<file path="src/rtl/tmds_channel_decoder.sv">
// TMDS receive channel: finds the 10-bit word boundary by pulsing the deserializer
// bitslip, then decodes control tokens and data words through a two-stage pipeline.
module tmds_channel_decoder #(
    parameter int LOCK_TOKENS = 128,
    parameter int WINDOW      = 8192,
    parameter int SLIP_WAIT   = 16
) (
    input  logic       clk_i,
    input  logic       rst_i,
    input  logic [9:0] tmds_i,
    output logic       bitslip_o,
    output logic       locked_o,
    output logic       de_o,
    output logic [1:0] ctrl_o,
    output logic [7:0] data_o
);
    localparam int TIMER_W = (WINDOW > 1) ? $clog2(WINDOW) : 1;
    localparam int TOK_W   = (LOCK_TOKENS > 1) ? $clog2(LOCK_TOKENS) : 1;
    localparam int WAIT_W  = (SLIP_WAIT > 1) ? $clog2(SLIP_WAIT) : 1;

    localparam logic [TIMER_W-1:0] TIMER_LAST = TIMER_W'(WINDOW - 1);
    localparam logic [TOK_W-1:0]   TOK_LAST   = TOK_W'(LOCK_TOKENS - 1);
    localparam logic [WAIT_W-1:0]  WAIT_LAST  = WAIT_W'(SLIP_WAIT - 1);

    typedef enum logic [1:0] {
        ST_SEARCH,
        ST_SLIP,
        ST_WAIT,
        ST_LOCKED
    } state_t;

    state_t             state;
    state_t             state_next;
    logic [TIMER_W-1:0] timer;
    logic [TIMER_W-1:0] timer_next;
    logic [TOK_W-1:0]   tok_cnt;
    logic [TOK_W-1:0]   tok_next;
    logic [WAIT_W-1:0]  wait_cnt;
    logic [WAIT_W-1:0]  wait_next;

    logic [9:0] w;
    logic       is_token;
    logic [1:0] tok_ctrl;
    logic [7:0] q;
    logic [7:0] d;

    always_comb begin
        is_token = 1'b1;
        tok_ctrl = 2'b00;
        case (w)
            10'h354: tok_ctrl = 2'b00;
            10'h0AB: tok_ctrl = 2'b01;
            10'h154: tok_ctrl = 2'b10;
            10'h2AB: tok_ctrl = 2'b11;
            default: is_token = 1'b0;
        endcase
    end

    // Undo the optional inversion, then the XOR/XNOR transition chain.
    always_comb begin
        q = w[9] ? ~w[7:0] : w[7:0];
        d = '0;
        d[0] = q[0];
        for (int i = 1; i < 8; i++) begin
            d[i] = w[8] ? (q[i] ^ q[i-1]) : ~(q[i] ^ q[i-1]);
        end
    end

    // Lock is tested before the window timeout so a token on the last
    // window cycle still locks without a slip.
    always_comb begin
        state_next = state;
        timer_next = timer;
        tok_next   = tok_cnt;
        wait_next  = wait_cnt;
        case (state)
            ST_SEARCH: begin
                if (is_token && tok_cnt == TOK_LAST) begin
                    state_next = ST_LOCKED;
                    timer_next = '0;
                    tok_next   = '0;
                end else if (timer == TIMER_LAST) begin
                    state_next = ST_SLIP;
                    timer_next = '0;
                    tok_next   = '0;
                end else begin
                    timer_next = timer + TIMER_W'(1);
                    if (is_token) begin
                        tok_next = tok_cnt + TOK_W'(1);
                    end
                end
            end
            ST_SLIP: begin
                state_next = ST_WAIT;
                wait_next  = '0;
            end
            ST_WAIT: begin
                if (wait_cnt == WAIT_LAST) begin
                    state_next = ST_SEARCH;
                    timer_next = '0;
                    tok_next   = '0;
                    wait_next  = '0;
                end else begin
                    wait_next = wait_cnt + WAIT_W'(1);
                end
            end
            ST_LOCKED: begin
                if (is_token) begin
                    timer_next = '0;
                end else if (timer == TIMER_LAST) begin
                    state_next = ST_SEARCH;
                    timer_next = '0;
                    tok_next   = '0;
                end else begin
                    timer_next = timer + TIMER_W'(1);
                end
            end
        endcase
    end

    // Stage-2 outputs are qualified by the lock state they will appear with,
    // so de/ctrl/data are never non-zero while locked_o is low.
    always_ff @(posedge clk_i) begin
        if (rst_i) begin
            state    <= ST_SEARCH;
            timer    <= '0;
            tok_cnt  <= '0;
            wait_cnt <= '0;
            w        <= '0;
            de_o     <= 1'b0;
            ctrl_o   <= 2'b00;
            data_o   <= 8'h00;
        end else begin
            state    <= state_next;
            timer    <= timer_next;
            tok_cnt  <= tok_next;
            wait_cnt <= wait_next;
            w        <= tmds_i;
            if (state_next != ST_LOCKED) begin
                de_o   <= 1'b0;
                ctrl_o <= 2'b00;
                data_o <= 8'h00;
            end else if (is_token) begin
                de_o   <= 1'b0;
                ctrl_o <= tok_ctrl;
                data_o <= 8'h00;
            end else begin
                de_o   <= 1'b1;
                data_o <= d;
            end
        end
    end

    assign bitslip_o = (state == ST_SLIP);
    assign locked_o  = (state == ST_LOCKED);

endmodule

</file>
<file path="config.mk">
export PLATFORM = sky130hd
export DESIGN_NAME = tmds_channel_decoder
export DESIGN_NICKNAME = d
export VERILOG_FILES = /design/src/rtl/tmds_channel_decoder.sv
export SDC_FILE = /design/constraint.sdc
export NUM_CORES = 1
export LEC_CHECK = 0
export ABC_AREA = 1
export CORE_MARGIN = 10
export CORE_UTILIZATION = 45
export CTS_BUF_LIST = sky130_fd_sc_hd__clkbuf_4 sky130_fd_sc_hd__clkbuf_8
export DETAILED_ROUTE_END_ITERATION = 6
export PLACE_DENSITY = 0.76
export SETUP_SLACK_MARGIN = 0.4
export SYNTH_ARGS = -nofsm -noshare
export SYNTH_HDL_FRONTEND = slang
export SYNTH_SLANG_ARGS = --single-unit
</file>
<file path="constraint.sdc">
create_clock -name clk_i -period 5.6 [get_ports clk_i]
set_clock_uncertainty 0.05 [all_clocks]
set_input_delay 0.56 -clock clk_i [delete_from_list [all_inputs] [get_ports clk_i]]
set_output_delay 0.56 -clock clk_i [all_outputs]
set_load 0.01 [all_outputs]
</file>
# --- After elaboration in Yosys (flattened, before gate mapping) ---
# Cells that the tools add are included.
totals:
  regBits: 47
  input_bits: 12
  out_inout_bits: 13
  elab_cells: 81
classes:
  n_addsub: 3
  eq_ne: 15
  n_mux: 31
  n_bitwise: 15
  reduce_logical: 9
op_table:
  columns: ["op", "count"]
  rows:
  - ["$mux 13", 4]
  - ["$mux 7", 6]
  - ["$pmux 13 s3", 1]
  - ["$pmux 7 s3", 1]
  - ["$eq 10x10->1 const B", 2]
  - ["$add 13x1->13 const B", 1]
  - ["$eq 13x13->1 const B", 1]
  - ["$eq 10x8->1 const B", 1]
  - ["$eq 10x9->1 const B", 1]
  - ["$mux 2", 5]
  - ["$mux 1", 9]
  - ["$mux 8", 1]
  - ["$not 8->8", 1]
  - ["$pmux 2 s4", 1]
  - ["$pmux 4 s2", 1]
  - ["$add 7x1->7 const B", 1]
  - ["$eq 7x7->1 const B", 1]
  - ["$not 1->1", 7]
  - ["$xor 1x1->1", 7]
  - ["$ne 2x2->1 const B", 3]
  - ["$pmux 2 s3", 1]
  - ["$reduce_and 5->1", 1]
  - ["$add 4x1->4 const B", 1]
  - ["$eq 2x2->1 const B", 2]
  - ["other kinds (13)", 13]

# --- Depth between registers and ports, before layout ---
# Gate-level depths: netlist of run 1.
logic_depth:
  word_depth: 8
  depth_mapped: 14
  depth_no_buf: 14

# --- Least setup slack after synthesis of run 1 ---
# Ideal clock, no wire load.
synth_timing:
  kind: "flip-flop to flip-flop"
  from: "reg state[0]"
  to: "reg timer[9]"
  setup_ps: 115
  arrival_time_ps: 1767
  required_ps: 5435
  path_slack_ps: 3668
  path_stages_with_launch: 12
  n_path_buf: 1
  synth_period_minus_slack_ps: 1932
  path_cell_list: "dfxtp_1 inv_1 ha_1 nand2_2 inv_2 or2_1 buf_6 nor3_4 nand3_2 nor3_2 xnor2_1 nor2_2"
synth_via:
  elab_chain_len: 3
  elab_cells_between_ends: 7
  cone_classes: "eq/ne: 3; mux: 1; reduce/logical: 3"
synth_lines:
  columns: ["item", "line_no", "source"]
  rows:
  - ["start, declared", "32", "state_t state;"]
  - ["start signal, assigned", "134", "state <= state_next;"]
  - ["$eq 2x2->1 or $logic_not 2->1 (tied branches)", "76", "case (state)"]
  - ["$ne 2x2->1 (no source line) or $reduce_bool 3->1 (tied branches)", null, null]
  - ["$reduce_and 2->1 (no source line)", null, null]
  - ["end signal, assigned", "135", "timer <= timer_next;"]
  - ["end, declared", "34", "logic [TIMER_W-1:0] timer;"]
# Several ways; a longest one is shown, not always the timed one.
# A chain may end at the register's enable or synchronous reset.

# --- Final worst setup path of run 1 ---
layout_timing:
  from: "reg state[0]"
  to: "out locked_o"
layout_via:
  elab_chain_len: 1
layout_lines:
  columns: ["item", "line_no", "source"]
  rows:
  - ["$eq 2x2->1", "155", "assign locked_o = (state == ST_LOCKED);"]
  - ["end, declared", "12", "output logic locked_o,"]
# No other way between the ends.

==> flow_summary.json, run 1 <==
{
  "portBuffers": 24,
  "ir_drop_mv": 0.173,
  "synth_cell_types": 30,
  "drv_slew": 0,
  "clock_latency_ns": 0.30,
  "switching_share_pct": 26.8,
  "p_sw_mw": 0.170,
  "cts_tree": "built",
  "hold_viol_final": 0,
  "post_cts_buffers": 0,
  "fin_crit_ns": 2.24,
  "internal-power_mw": 0.463,
  "nNetsFinal": 354,
  "cts_buffers": 5,
  "crit_arrival_ns": 1.63,
  "hold_depth": 2,
  "fin_total_pwr_mw": 0.633,
  "synth_top_area_share_pct": 40.6,
  "sequentialPowerShare_pct": 56.3,
  "routabilityCongestion": 0.890,
  "crit_path_start_kind": "register",
  "r2r_end": "timer[9]",
  "leakage_nw": 1.19,
  "post_cts_resized": 0,
  "layout_commonest_cell": "nor2_1",
  "antenna_found_initial": 0,
  "hp-class": "register to register",
  "cts_max_level": 2,
  "place_hpwl_mm": 3.36,
  "grt_overflow": 0,
  "grt_max_degree": 18,
  "cts_hold_buf": 0,
  "crit_path_max_fanout": 6,
  "drc": 0,
  "p_comb_share_pct": 10.8,
  "slew_headroom_pct": 60.0,
  "viasPerCell": 4.61,
  "synth_seq_cells": 47,
  "die_x_um": 91.7,
  "initial_core_util_pct": 45.9,
  "reg2reg_slack_ns": 3.37,
  "num_io_pins": 25,
  "clk_pin_slew_ns": 0.09,
  "core_area_um2": 5040,
  "via_count": 1867,
  "avgSynthCellArea_um2": 7.52,
  "die_h_um": 91.7,
  "post-route-period-util_pct": 40.1,
  "synth_area_um2": 2310,
  "fmax_mhz": 446,
  "drive_gt1_share_pct": 10.7,
  "ys_warn_count": 0,
  "status": "finished, final reports clean",
  "cts_buffer_depth": 2,
  "worst_slack_ns": 3.36,
  "antenna_left": 0,
  "clock-sinks": 47,
  "grt_pass1_wl_mm": 7.66,
  "syn2layout_area_growth_pct": 16.5,
  "end_kind": "output port",
  "worstHoldStart": "timer[12]",
  "syn_inst": 308,
  "maxCapViolations": 0,
  "syn-num-nets": 328,
  "grt_pass1_vias": 1768,
  "num_rows": 26,
  "grt_usage_pct": 10.7,
  "grt_util_met2_pct": 17.4,
  "critPathRequiredTime_ns": 4.99,
  "use_met3_pct": 3.02,
  "drt-wirelength-per-cell_um": 10.7,
  "grt_busiest_layer": "met2",
  "routed_wl_mm": 4.34,
  "grt_use_met1_pct": 13.0,
  "yosys-top-cells-area": "dfxtp_1 41%, nor2_1 8.4%, nand2_1 7.9%, inv_1 7.0%, xor2_1 6.8%",
  "drt_iter0_drc": 110,
  "reg2reg_depth": 10,
  "place_ws_ns": 3.39,
  "rsz0062_at_grt": "false",
  "whs_endpoint": "timer[12]",
  "setup_violations": 0,
  "antenna_cells": 0,
  "powerDensity_nw_per_um2": 235,
  "yosysSeqAreaShare_pct": 40.6,
  "setup.worst_path.class": "register to output port",
  "layout_common_cells": "52 x nor2_1, 49 x nand2_1, 47 x dfxtp_1",
  "drt_pre_antenna_iters": 4,
  "cts_root_buf": "clkbuf_8",
  "reg2reg_from": "state[0]",
  "worstMarginPinSlew_ns": 0.598,
  "finalSetupTns_ns": 0,
  "yosysTopAreaCell": "dfxtp_1",
  "fp.dieArea_um2": 8410,
  "clockPowerShare_pct": 32.9
}
-- stage by stage --
stage               hold slack [ns]  instances  cell area (µm²)  util (%)
global placement              0.412        397             2610      51.7
floorplan                     0.402        308             2310         -
finish                        0.440        405             2700      53.5
detailed placement            0.424        397             2610      51.7
global route                  0.483        405             2700      53.5
CTS                           0.445        405             2700      53.5
-- how the worst max path moves through the flow --
stage / from / slack, ns / cells after the start / to
after detailed placement: state[0] / 3.39 / 11 / tok_cnt[4]
final: state[0] / 3.36 / 2 / locked_o
after floorplan: state[0] / 3.67 / 11 / timer[9]
after CTS: state[0] / 3.34 / 2 / locked_o
after global placement: state[0] / 3.43 / 11 / tok_cnt[4]
after global routing: state[0] / 3.18 / 10 / tok_cnt[4]
-- critical path, stage by stage (launching register included) --
cell and delay, ns:
dfxtp_1 0.44, ha_1 0.32, clkdlybuf4s50_1 0.58
-- layout make-up --
type,count,area (µm²)
repair buffers,24,240
clock inverters,3,23.8
multi-input cells,207,1150
clock buffers,5,68.8
fillers,471,2340
inverters,49,184
well taps,70,87.6
flip-flops and latches,47,941
-- power by group through the flow --
stage / clock network (mW) / logic, mW / registers, mW
CTS: 0.215 / 0.0688 / 0.356
finish: 0.208 / 0.0681 / 0.356
global route: 0.227 / 0.0778 / 0.358
floorplan: 0 / 0.0550 / 0.360
detailed placement: 0 / 0.0682 / 0.364
global placement: 0 / 0.0663 / 0.363
-- logic make-up (layout without fill, tap and decap cells) --
logic type,Yosys count,in the layout,share of synthesized area (%)
compound gates,26,26,6.32
xor+xnor,20,20,7.57
fa+ha+maj,8,8,4.32
buf+inv,54,81,9.57
flops,47,47,40.6
simple gates,153,153,31.6
-- Yosys cell counts (all sizes together) --
library cell  count
nand3            19
or2               2
o21ai             7
and3              1
a21oi            18
a31oi             1
xor2             18
nor3             15
inv              49
nand4             1
nor3b             2
ha                8
nand3b            2
xnor2             2
clkbuf            2
nor2             56
buf               3
nand2            55
dfxtp            47
-- sequential cells by signal, summed over array words and instances (netlist names) --
name	count
ctrl_o	2
data_o	8
de_o	1
state	2
timer	13
tok_cnt	7
w	10
wait_cnt	4
-- metal layers --
metal | wire length [µm] | part of all wire (%)
met2 | 2000 | 46
met3 | 160 | 3.7
met4 | 77 | 1.8
met5 | 0 | 0
met1 | 2100 | 48
No activity file was read; power rests on OpenSTA's default activity.
==> inputs of run 2 (changes only) <==
Settings changed: PLACE_DENSITY 0.76 to 0.78.
Clock period 5.6 ns to 1.9 ns, I/O delays scaled along.
==> flow_summary.json, run 2 (synthesized netlist as in run 1, its figures left out) <==
{
  "status": "finished with violations",
  "violations": "negative setup slack",
  "hold-worst-slack_ns": 0.339,
  "ir_drop_mv": 0.443,
  "cp_slowest_cell": "dfxtp_1",
  "post-route-period-util_pct": 103,
  "fin_crit_ns": 1.95,
  "worst_slack_ns": -0.0516,
  "leakage_nw": 1.65,
  "multi_input_area_um2": 1670,
  "crit_path_start_kind": "register",
  "cts_tree": "built",
  "core_area_um2": 5040,
  "powerDensity_nw_per_um2": 585,
  "viasPerCell": 5.36,
  "grt_max_degree": 17,
  "slew_headroom_pct": 74.7,
  "routed_wl_mm": 8.47,
  "maxCapViolations": 0,
  "cp_top_family": "simple AND/OR/NAND/NOR gates",
  "design_area_um2": 3820,
  "setup_violations": 20,
  "die_x_um": 91.7,
  "drt_iter0_drc": 184,
  "cts_buffer_depth": 2,
  "drive_gt1_share_pct": 52.6,
  "setup.worst_path.class": "register to register",
  "critPathRequiredTime_ns": 2.05,
  "portBuffers": 24,
  "fin_util_pct": 75.7,
  "drc": 0,
  "clock-sinks": 47,
  "crit_path_max_fanout": 8,
  "antenna_found_initial": 0,
  "rsz0062_at_grt": "true",
  "largest_reg_flops": 13,
  "layout_common_cells": "48 x buf_4, 32 x nor2_1, 30 x inv_1, 30 x dfxtp_1, 25 x nand2_1",
  "cp_num_buf_inv": 3,
  "place_inst": 408,
  "max_flop_register": "timer",
  "layout.cells.non_filler": 467,
  "drt_pre_antenna_iters": 5,
  "die_h_um": 91.7,
  "layout_commonest_cell": "buf_4",
  "grt_pass1_wl_mm": 11.1,
  "cpPeakStageDelay_ns": 0.44,
  "syn2layout_area_growth_pct": 64.9,
  "grt_pass1_vias": 2353,
  "nFillCells": 292,
  "clk_pin_slew_ns": 0.10,
  "nNetsFinal": 416,
  "cpMostUsedCell": "nor2_4",
  "end_kind": "register",
  "hp-class": "input port to register",
  "antenna_cells": 0,
  "worstMarginPinSlew_ns": 0.378,
  "reg2reg_slack_ns": -0.05,
  "grt_overflow": 0,
  "fp.dieArea_um2": 8410,
  "via_count": 2504,
  "routabilityCongestion": 0.867,
  "crit_chain": "inv_1, nor2_1, nand3_2, nand2_2, inv_2, nand2_4, buf_12, nor2_4, nor2_4, nand2_4, nor2_4, xor2_1, nor2_1",
  "cts_root_buf": "clkbuf_8",
  "antenna_left": 0,
  "cts_buffers": 5,
  "num_rows": 26,
  "drt-wirelength-per-cell_um": 18.1,
  "dpl_cell_area_um2": 2810,
  "crit_arrival_ns": 2.10,
  "drv_slew": 0,
  "fmax_mhz": 512,
  "grt_usage_pct": 15.8,
  "hold_viol_final": 0,
  "place_hpwl_mm": 3.59,
  "num_io_pins": 25,
  "cts_max_level": 2,
  "seq_area_um2": 982,
  "reg_top3": "timer: 13 flops, w: 10 flops, data_o: 8 flops",
  "initial_core_util_pct": 45.9,
  "finalSetupTns_ns": -0.433,
  "clock_latency_ns": 0.32
}
run 2: through the flow:
step                power (mW)  setup WS [ns]
floorplan                 1.26          0.153
global placement          1.32         0.0290
detailed placement        1.32        -0.0102
CTS                       2.14         0.0996
global route              2.32         -0.110
finish                    2.23        -0.0516
run 2: path summary, 6_finish.rpt:
check,startpoint,to,depth (start not counted)
worst max-delay path,w[8],tok_cnt[4],13
worst min-delay path,tmds_i[5],w[5],3
worst max register to register,w[8],tok_cnt[4],13
worst min register to register,tok_cnt[2],tok_cnt[2],2
run 2: metal layers:
| metal | global-route usage [%] | routed length (µm) | vias to the layer above |
|---|---|---|---|
| met5 | 0 | 0 | - |
| met4 | 7.84 | 410 | 0 |
| met3 | 3.59 | 611 | 46 |
| met2 | 27.8 | 4270 | 140 |
| met1 | 17.6 | 3170 | 1188 |
| li1 | - | - | 1130 |
run 2: cell type report:
class / count / share of cell area (%)
Clock inverter: 3 / 1.21
Tap cell: 70 / 2.29
Timing Repair Buffer: 85 / 19.9
Multi-Input combinational cell: 208 / 43.7
Inverter: 49 / 5.34
Sequential cell: 47 / 25.7
Clock buffer: 5 / 1.80
run 2: worst reg2reg max path: cells and delay by family (launching register included):
family                 cells  cell delay (ns)
buffers and inverters      3             0.25
flip-flops                 1             0.44
AND/OR/NAND/NOR            9             0.92
XOR/XNOR                   1             0.19
run 2: repair_timing:
item	4_1_cts	5_1_grt
setup endpoints to repair	37	38
cloned	1	0
setup buffers	37	13
pin swaps	39	30
hold buffers	0	0
resized for setup	83	68
run 2: power breakdown:
part	internal [mW]	switching (mW)	leakage, nW
registers	1.02	0.0397	0.390
logic	0.195	0.225	1.20
clock network	0.396	0.361	0.0548
